File: src/rtl/dmem_read_arbiter.sv
`default_nettype none
// ============================================================================
// Module   : dmem_read_arbiter
// Purpose  : Round-robin arbiter multiplexing NUM_REQ read clients onto one
//            dmem read port (registered 1-cycle read). At most one read is
//            issued per cycle; the grant is tagged with the client index and
//            the returned word is routed back with a one-hot valid.
// Ports    : i_CLK        clock (same clock as the dmem read port)
//            i_RSTn       synchronous active-low reset
//            i_REQ        per-client read request, held until granted
//            i_ADDR       client k address at [k*ADDR_WIDTH +: ADDR_WIDTH]
//            i_HOLD       blocks new grants this cycle
//            o_GNT        one-hot grant, combinational
//            o_MEM_EN     dmem read enable
//            o_MEM_ADDR   dmem read address
//            i_MEM_RDATA  dmem registered read data
//            o_RVALID     one-hot response valid (from registered tag)
//            o_RDATA      response data, shared by all clients
//            Optional (macro DMEM_ARB_STATS_EN):
//            i_CNT_CLR    clears all grant counters
//            o_GNT_CNT    saturating 16-bit grant counter per client
// Revision : 1.0 - initial release
// ============================================================================
module dmem_read_arbiter #(
  parameter int NUM_REQ    = 4,
  parameter int ADDR_WIDTH = 15,
  parameter int DATA_WIDTH = 32
) (
  input  logic                          i_CLK,
  input  logic                          i_RSTn,
  input  logic [NUM_REQ-1:0]            i_REQ,
  input  logic [NUM_REQ*ADDR_WIDTH-1:0] i_ADDR,
  input  logic                          i_HOLD,
  output logic [NUM_REQ-1:0]            o_GNT,
  output logic                          o_MEM_EN,
  output logic [ADDR_WIDTH-1:0]         o_MEM_ADDR,
  input  logic [DATA_WIDTH-1:0]         i_MEM_RDATA,
  output logic [NUM_REQ-1:0]            o_RVALID,
  output logic [DATA_WIDTH-1:0]         o_RDATA
`ifdef DMEM_ARB_STATS_EN
  ,
  input  logic                          i_CNT_CLR,
  output logic [NUM_REQ*16-1:0]         o_GNT_CNT
`endif
);

  localparam int          PW     = $clog2(NUM_REQ);
  localparam logic [PW:0] NREQ_W = (PW+1)'(NUM_REQ);
  localparam logic [PW-1:0] LAST = PW'(NUM_REQ - 1);

  logic [PW-1:0]         ptr;
  logic                  tag_valid;
  logic [PW-1:0]         tag_id;
  logic                  gnt_found;
  logic [PW-1:0]         gnt_idx;
  logic [PW:0]           scan_idx;
  logic [ADDR_WIDTH-1:0] addr_arr [NUM_REQ];

  for (genvar k = 0; k < NUM_REQ; k++) begin : g_addr
    assign addr_arr[k] = i_ADDR[k*ADDR_WIDTH +: ADDR_WIDTH];
  end

  // Scan offsets from highest to lowest so the last hit written is the one
  // closest to the pointer, i.e. the round-robin winner.
  always_comb begin
    gnt_found = 1'b0;
    gnt_idx   = '0;
    scan_idx  = '0;
    if (i_RSTn && !i_HOLD) begin
      for (int i = NUM_REQ - 1; i >= 0; i--) begin
        scan_idx = {1'b0, ptr} + (PW+1)'(i);
        if (scan_idx >= NREQ_W) scan_idx = scan_idx - NREQ_W;
        if (i_REQ[scan_idx[PW-1:0]]) begin
          gnt_found = 1'b1;
          gnt_idx   = scan_idx[PW-1:0];
        end
      end
    end
  end

  always_comb begin
    o_GNT      = '0;
    o_MEM_EN   = gnt_found;
    o_MEM_ADDR = '0;
    if (gnt_found) begin
      o_GNT[gnt_idx] = 1'b1;
      o_MEM_ADDR     = addr_arr[gnt_idx];
    end
  end

  always_ff @(posedge i_CLK) begin
    if (!i_RSTn) begin
      ptr       <= '0;
      tag_valid <= 1'b0;
      tag_id    <= '0;
    end else begin
      tag_valid <= gnt_found;
      if (gnt_found) begin
        tag_id <= gnt_idx;
        ptr    <= (gnt_idx == LAST) ? '0 : gnt_idx + PW'(1);
      end
    end
  end

  // Gating with i_RSTn drops the response of a grant issued just before
  // reset is asserted.
  always_comb begin
    o_RVALID = '0;
    if (tag_valid && i_RSTn) o_RVALID[tag_id] = 1'b1;
  end

  assign o_RDATA = i_MEM_RDATA;

`ifdef DMEM_ARB_STATS_EN
  for (genvar k = 0; k < NUM_REQ; k++) begin : g_cnt
    logic [15:0] cnt;
    always_ff @(posedge i_CLK) begin
      if (!i_RSTn || i_CNT_CLR) begin
        cnt <= '0;
      end else if (o_GNT[k] && (cnt != 16'hFFFF)) begin
        cnt <= cnt + 16'd1;
      end
    end
    assign o_GNT_CNT[k*16 +: 16] = cnt;
  end
`endif

endmodule
`default_nettype wire

File: config.mk
export PLATFORM = sky130hd
export DESIGN_NAME = dmem_read_arbiter
export DESIGN_NICKNAME = d
export VERILOG_FILES = /design/src/rtl/dmem_read_arbiter.sv
export SDC_FILE = /design/constraint.sdc
export NUM_CORES = 1
export LEC_CHECK = 0
export ABC_AREA = 1
export ABC_CLOCK_PERIOD_IN_PS = 5200
export CELL_PAD_IN_SITES_DETAIL_PLACEMENT = 1
export CELL_PAD_IN_SITES_GLOBAL_PLACEMENT = 2
export CORE_ASPECT_RATIO = 0.75
export CORE_UTILIZATION = 14
export DETAILED_ROUTE_END_ITERATION = 16
export PLACE_DENSITY = 0.88
export SLEW_MARGIN = 20
export SYNTH_ARGS = -nofsm -noshare
export SYNTH_HDL_FRONTEND = slang
export SYNTH_SLANG_ARGS = --single-unit
File: constraint.sdc
create_clock -name i_CLK -period 5.2 [get_ports i_CLK]
set_input_delay 1.04 -clock i_CLK [delete_from_list [all_inputs] [get_ports i_CLK]]
set_output_delay 1.04 -clock i_CLK [all_outputs]
set_load 0.1 [all_outputs]
==> results of run 1 <==
==> final cells by class <==
class | instances | area, um^2 | area share [%]
multi-input combinational | 162 | 902 | 33.3
inverter | 81 | 309 | 11.4
timing repair buffer | 95 | 1120 | 41.2
sequential | 5 | 100 | 3.70
tap | 162 | 203 | 7.48
clock buffer | 4 | 78.8 | 2.91
==> sequential cells by signal, indices dropped and copies added, names as in the netlist <==
| name | cells |
|---|---|
| tag_valid | 1 |
| ptr | 2 |
| tag_id | 2 |
==> worst paths after layout <==
| check | start | endpoint | slack, ns | cells after the start |
|---|---|---|---|---|
| setup / recovery | i_REQ[1] | o_GNT[2] | 0.80 | 13 |
| hold / removal | tag_id[1] | tag_id[1] | 0.49 | 2 |
| setup reg to reg | ptr[0] | ptr[1] | 2.84 | 11 |
| hold reg to reg | tag_id[1] | tag_id[1] | 0.49 | 2 |
==> layout by cell type, fill, tap and decap left out, drive strengths merged <==
master,instances
inv,81
clkdlybuf4s50,66
nand2,53
nand3,38
nand4,32
buf,29
a21oi,19
o21ai,6
dfxtp,5
nor2,5
nor3,4
ha,4
clkbuf,4
xnor2,1
==> cells by family (layout without fill, tap and decap cells) <==
kind of cell    Yosys count  in the layout
simple gates            132            132
buf+inv                 130            180
compound gates           25             25
flops                     5              5
fa+ha+maj                 4              4
xor+xnor                  1              1
==> critical path, stage by stage <==
cell and delay (ns):
clkdlybuf4s50_1 0.48, inv_1 0.06, o21ai_1 0.20, nand2_1 0.15
nand4_2 0.12, nand3_1 0.07, nand2_1 0.10, nand2_4 0.18
inv_4 0.28, ha_1 0.20, inv_1 0.04, nor2_1 0.21
buf_12 0.21
==> power by group through the flow <==
stage                     registers [mW]  logic [mW]  clock network, mW
after floorplan                   0.0440       0.310                  0
after global placement            0.0462       0.311                  0
after detailed placement          0.0466       0.316                  0
after CTS                         0.0460       0.317              0.128
after global routing              0.0465       0.338              0.130
final                             0.0461       0.312              0.124
==> per-stage QoR <==
step                      instance area (um^2)  total power, mW  setup WS (ns)
final                                     2710            0.483          0.803
after global placement                    2630            0.357          0.866
after global routing                      2710            0.514          0.622
after CTS                                 2710            0.491          0.761
after detailed placement                  2630            0.362          0.759
after floorplan                           1670            0.354          0.732
==> per-layer routing <==
metal / vias up / GRT usage (%) / wire length, um
met5: - / 0 / 0
met3: 4 / 1.98 / 396
li1: 996 / - / -
met2: 74 / 19.4 / 3120
met4: 0 / 1.96 / 40
met1: 941 / 13.4 / 2970
==> results.toml, run 1 <==
[yosys]
synth-main-ff-cell = "dfxtp_1"
synth_fa_ha_area_share_pct = 3.00
syn-instance-count = 297
synth-simple-area-share_pct = 42.8
synth.largest_area_cell = "inv_1"
synth_area_leaders = "inv_1, buf_4, nand4_1"
synth_common_cells = "inv_1, nand2_1, buf_4"
synth_compound_area_share_pct = 7.72
synth-xor-area-share_pct = 0.524
ys_warn_count = 0
synth_edf_count = 0
yosysMostFrequentCell = "inv_1"
synthArstFlopShare_pct = 0
synth_area_um2 = 1670
synth_top_family_by_area = "simple AND/OR/NAND/NOR gates"
postSynthAreaPerCell_um2 = 5.62
yosysTopAreaCellShare_pct = 17.5
ys_ff_latch = 5
synth_mux_area_share_pct = 0
yosysUniqueCellTypes = 25
yosysSeqAreaShare_pct = 5.99
syn_nets = 400

[worst_setup_path]
endpoint_kind = "primary output"
cp-start-kind = "primary input"
cp.arrival_ns = 3.36
path_class = "in2out"
crit_fanout = 19
cp.required_ns = 4.16

[timing]
fmax_mhz = 227
slew_viol_final = 0
fin_hold_ws_ns = 0.494
finalCriticalPeriod_ns = 4.40
maxSlewHeadroom_pct = 62.6
tns_ns = 0
setup-violations-final = 0
rsz0062_at_grt = "no"
hold_violations = 0
worst_pin_slew_ns = 0.561
period_share_pct = 84.6
skew_ns = 0.000709

[power]
seq_power_share_pct = 9.5
power_density_nw_per_um2 = 178
pwr-share-comb_pct = 64.7
p_clk_share_pct = 25.8
power.switching_mw = 0.222
switching_share_pct = 46.0
internal-power_mw = 0.261
leakage_nw = 1.32
peakVddDrop_mv = 0.0840

[global_routing]
grtUsageTotal_pct = 10.7
grt-ovfl-total = 0
antenna_found_initial = 0
grt_max_degree = 36
grt_pass1_vias = 2054
grt_pass1_wl_mm = 10.3

[clock_network]
post_cts_buffers = 0
h-tree-depth = 1
post_cts_resized = 0
clock_path_buffers = 2
cts_made_buffers = 3
path_clk_slew_ns = 0.03
root_buffer = "clkbuf_16"
cts.sinks = 5
worstSkewPairLatency_ns = 0.22
cts_tree = "built"
hold_buffers = 0

[detailed_routing]
first_pass_iters = 5
routed_wl_mm = 6.52
post-route-drc-count = 0
routed_via_density = 3.96
wl_per_cell_um = 12.8
ant_nets = 0
drt_iter0_markers = 41
route.vias.total = 2015

[finish]
n_fill_cell = 1444
layout.cells.non_filler = 509
n_antenna_cell = 0
final_core_util_pct = 23.3
nNetsFinal = 451
syn_to_final_growth_pct = 62.2
drive_gt1_share_pct = 15.0

[outcome]
status = "complete, no violations"

[place]
dp.cells = 505
gp_congestion = 0.742
dp_hpwl_mm = 5.11
io_buffer_count = 90

[floorplanning]
core_um2 = 11600
die-area_um2 = 12400
rows = 34
die_h_um = 96.6
die_w_um = 128
top_level_ports = 155
start_util_pct = 14.4

[hold_path]
hold_class = "reg2reg"

[run]
drv_cap = 0
(Power assumes the default switching activity.)
==> inputs of run 2 (changes only) <==
Settings changed: ABC_CLOCK_PERIOD_IN_PS 5200 to 3600, CORE_UTILIZATION 14 to 12, PLACE_DENSITY 0.88 to 0.8.
Clock period 5.2 ns to 3.6 ns, I/O delays scaled along.
==> results.toml, run 2 (synthesis results as in run 1) <==
[worst_setup_path]
max_stage_delay_ns = 0.47
crit_fanout = 30
path_common_cell = "nand2_1"
endpoint_kind = "primary output"
crit_path_top_delay_cell = "clkdlybuf4s50_1"
path_class = "in2out"
cp-start-kind = "primary input"
path_cells = "clkdlybuf4s50_1, inv_1, nand2_1, nand3_2, nand2_1, nand3_2, nand2_1, nand2_2, buf_4, nand4_1, nand3_1, a21oi_2, buf_12"
cp.required_ns = 2.88
cp.arrival_ns = 2.75

[detailed_routing]
post-route-drc-count = 16
routed_via_density = 3.88
first_pass_iters = 10
ant_nets = 0
routed_wl_mm = 7.34
wl_per_cell_um = 13.9
route.vias.total = 2051
drt_iter0_markers = 62

[power]
leakage_nw = 1.41
pwr-share-comb_pct = 67.7
power_density_nw_per_um2 = 254
internal-power_mw = 0.408
power_mw = 0.763
peakVddDrop_mv = 0.135
power.switching_mw = 0.355
seq_power_share_pct = 8.8
switching_share_pct = 46.5
p_clk_share_pct = 23.5

[global_routing]
grt_max_degree = 31
grt-ovfl-total = 0
grtUsageTotal_pct = 9.81
grt_pass1_vias = 2189
grt_pass1_wl_mm = 11.3
antenna_found_initial = 0

[clock_network]
hold_buffers = 0
root_buffer = "clkbuf_16"
cts_tree = "built"
cts.sinks = 5
path_clk_slew_ns = 0.03
worstSkewPairLatency_ns = 0.22
h-tree-depth = 1
cts_made_buffers = 3
clock_path_buffers = 2

[timing]
finalCriticalPeriod_ns = 3.47
rsz0062_at_grt = "yes"
slew_viol_final = 0
skew_ns = 0.000697
setup-violations-final = 0
tns_ns = 0
fmax_mhz = 288
hold_violations = 0
maxSlewHeadroom_pct = 58.7
worst_pin_slew_ns = 0.617
period_share_pct = 96.3

[finish]
final_common_cell = "inv_1"
layout_common_cells = "inv_1, clkdlybuf4s50_1, nand2_1"
layout.cells.non_filler = 528
syn_to_final_growth_pct = 80.2
n_antenna_cell = 0
final_core_util_pct = 22.6
drive_gt1_share_pct = 24.4
reg.largest.list = "ptr x2, tag_id x2, tag_valid x1"
nNetsFinal = 461

[run]
drv_cap = 0

[floorplanning]
die_h_um = 104
die_w_um = 138
rows = 36
top_level_ports = 155
die-area_um2 = 14400
start_util_pct = 12.6
core_um2 = 13300

[place]
dp.cells = 517
io_buffer_count = 90
dp_hpwl_mm = 5.55
gp_congestion = 0.724

[outcome]
violations = "DRC"
status = "complete, but fails checks"

[hold_path]
hold_class = "reg2reg"
-- run 2: worst paths after layout --
check | depth (start not counted) | slack (ns) | startpoint | to
max reg2reg | 13 | 1.35 | ptr[0] | ptr[1]
max | 13 | 0.13 | i_REQ[1] | o_MEM_ADDR[14]
min | 2 | 0.51 | tag_id[0] | tag_id[0]
min reg2reg | 2 | 0.51 | tag_id[0] | tag_id[0]
-- run 2: area by class of cell --
cell class,instances,area (um^2)
Multi-Input combinational cell,163,1040
Clock buffer,4,78.8
Inverter,81,314
Sequential cell,5,100
Tap cell,171,214
Timing Repair Buffer,104,1260
Fill cell,1612,10300
-- run 2: power groups by stage --
stage	clock network [mW]	logic [mW]	registers (mW)
2_1_floorplan	0	0.461	0.0636
5_1_grt	0.187	0.551	0.0682
6_report	0.179	0.517	0.0673
3_3_place_gp	0	0.471	0.0668
4_1_cts	0.183	0.493	0.0666
3_5_place_dp	0	0.482	0.0674
-- run 2: metrics by stage --
| stage | setup slack [ns] | instance area, um^2 | hold slack (ns) |
|---|---|---|---|
| after global routing | -0.0528 | 3010 | 0.549 |
| after CTS | 0.0270 | 2860 | 0.512 |
| after global placement | -0.0338 | 2760 | 0.482 |
| after detailed placement | -0.127 | 2760 | 0.509 |
| final | 0.133 | 3010 | 0.509 |
| after floorplan | 0.0515 | 1740 | 0.468 |
-- run 2: critical path, delay by kind of cell --
family	cells	cell delay, ns
AOI/OAI and AO/OA	1	0.22
buffers and inverters	4	0.98
and+or+nand+nor	8	0.81
-- run 2: routing by layer --
metal,global-route usage [%],up-vias,part of all wire [%]
met5,0,-,0
met4,1.52,0,0.57
met3,1.66,4,4.1
met2,17.0,62,47
met1,12.9,965,48
li1,-,1020,-
-- run 2: what timing repair did --
action / in CTS / in global routing
endpoints found under the setup margin: 7 / 20
buffers inserted: 0 / 5
resized for setup: 4 / 12
cloned: 1 / 1
pin swaps: 1 / 3
==> inputs of run 3 (changes only) <==
Settings changed: CTS_CLUSTER_SIZE from default to 25, SKIP_CTS_REPAIR_TIMING from default to 1.
==> results.toml, run 3 (synthesis results as in run 1) <==
[timing]
skew_ns = 0.000685
worst_pin_slew_ns = 0.882
tns_ns = 0
maxSlewHeadroom_pct = 41.2
hold_violations = 0
finalCriticalPeriod_ns = 3.55
period_share_pct = 98.7
fmax_mhz = 281
rsz0062_at_grt = "yes"
slew_viol_final = 0
setup-violations-final = 0

[clock_network]
cts.sinks = 5
root_buffer = "clkbuf_16"
path_clk_slew_ns = 0.03
cts_made_buffers = 3
clock_path_buffers = 2
h-tree-depth = 1
cts_tree = "built"
worstSkewPairLatency_ns = 0.22

[floorplanning]
die-area_um2 = 14400
top_level_ports = 155
start_util_pct = 12.6
core_um2 = 13300
die_h_um = 104
die_w_um = 138
rows = 36

[power]
power_mw = 0.738
internal-power_mw = 0.392
switching_share_pct = 46.9
peakVddDrop_mv = 0.139
p_clk_share_pct = 24.3
seq_power_share_pct = 9.1
leakage_nw = 1.35
pwr-share-comb_pct = 66.6
power_density_nw_per_um2 = 256
power.switching_mw = 0.346

[finish]
syn_to_final_growth_pct = 72.8
n_fill_cell = 1618
drive_gt1_share_pct = 22.2
nNetsFinal = 455
reg.largest.list = "ptr x2, tag_id x2, tag_valid x1"
final_common_cell = "inv_1"
layout_common_cells = "inv_1, clkdlybuf4s50_1, nand2_1"
fin_area_um2 = 2890
n_antenna_cell = 0

[detailed_routing]
routed_via_density = 3.85
ant_nets = 0
first_pass_iters = 10
wl_met3_um = 327
top_layer_used = "met4"
route.vias.total = 2009
post-route-drc-count = 16
drt-met1-wl_mm = 3.36
wl_per_cell_um = 13.5
routed_wl_mm = 7.04
drt_iter0_markers = 56
wl_met2_mm = 3.29

[worst_setup_path]
max_stage_delay_ns = 0.75
cp.arrival_ns = 2.83
path_class = "in2out"
crit_fanout = 13
path_common_cell = "nand2_1"
cp-start-kind = "primary input"
endpoint_kind = "primary output"
cp.required_ns = 2.88
crit_path_top_delay_cell = "o21ai_2"
path_cells = "clkdlybuf4s50_1, inv_1, nand2_1, nand3_1, nand2_1, inv_2, o21ai_1, o21ai_2, a21oi_2, buf_12"

[global_routing]
grt_pass1_vias = 2164
grt_pass1_wl_mm = 11.0
grt_max_degree = 31
antenna_found_initial = 0
grt-ovfl-total = 0
grtUsageTotal_pct = 9.42

[place]
io_buffer_count = 90
placed_cell_area_um2 = 2760
dp_hpwl_mm = 5.55
gp_congestion = 0.724

[outcome]
status = "complete, but fails checks"
violations = "DRC"

[hold_path]
hold_class = "reg2reg"

[run]
drv_cap = 0
[run 3: layer usage]
metal,track usage (%),vias to the layer above
met1,12.2,925
met4,1.77,0
li1,-,1005
met2,16.4,73
met5,0,-
met3,1.70,6
[run 3: path summary, 6_finish.rpt]
path	start	to	slack, ns	cells after the start
worst max register to register	ptr[0]	ptr[1]	1.27	8
worst min register to register	tag_id[1]	tag_id[1]	0.52	2
worst max-delay path	i_REQ[1]	o_MEM_ADDR[1]	0.05	10
worst min-delay path	tag_id[1]	tag_id[1]	0.52	2
[run 3: cell type report]
class,count,area [um^2],area share (%)
multi-input cells,163,1010,34.9
well taps,171,214,7.41
inverters,81,319,11.1
clock buffers,4,78.8,2.73
flip-flops and latches,5,100,3.47
repair buffers,98,1170,40.4
[run 3: worst max-delay path, delay by kind of cell]
family	cells	cell delay, ns
and+or+nand+nor	3	0.31
AOI/OAI and AO/OA	3	1.01
buffers and inverters	4	0.79
[run 3: through the flow]
stage          cells  util (%)  hold WS, ns  setup slack [ns]
2_1_floorplan    297         -        0.468            0.0515
3_3_place_gp     517      20.8        0.482           -0.0338
3_5_place_dp     517      20.8        0.509            -0.127
4_1_cts          521      21.4        0.512            -0.129
5_1_grt          522      21.7        0.549            -0.138
6_report         522      21.7        0.518            0.0455
[run 3: power by group through the flow]
stage	Combinational (mW)	Clock, mW	Sequential, mW
6_report	0.491	0.179	0.0670
2_1_floorplan	0.461	0	0.0636
3_5_place_dp	0.482	0	0.0674
3_3_place_gp	0.471	0	0.0668
5_1_grt	0.525	0.187	0.0678
4_1_cts	0.484	0.183	0.0666
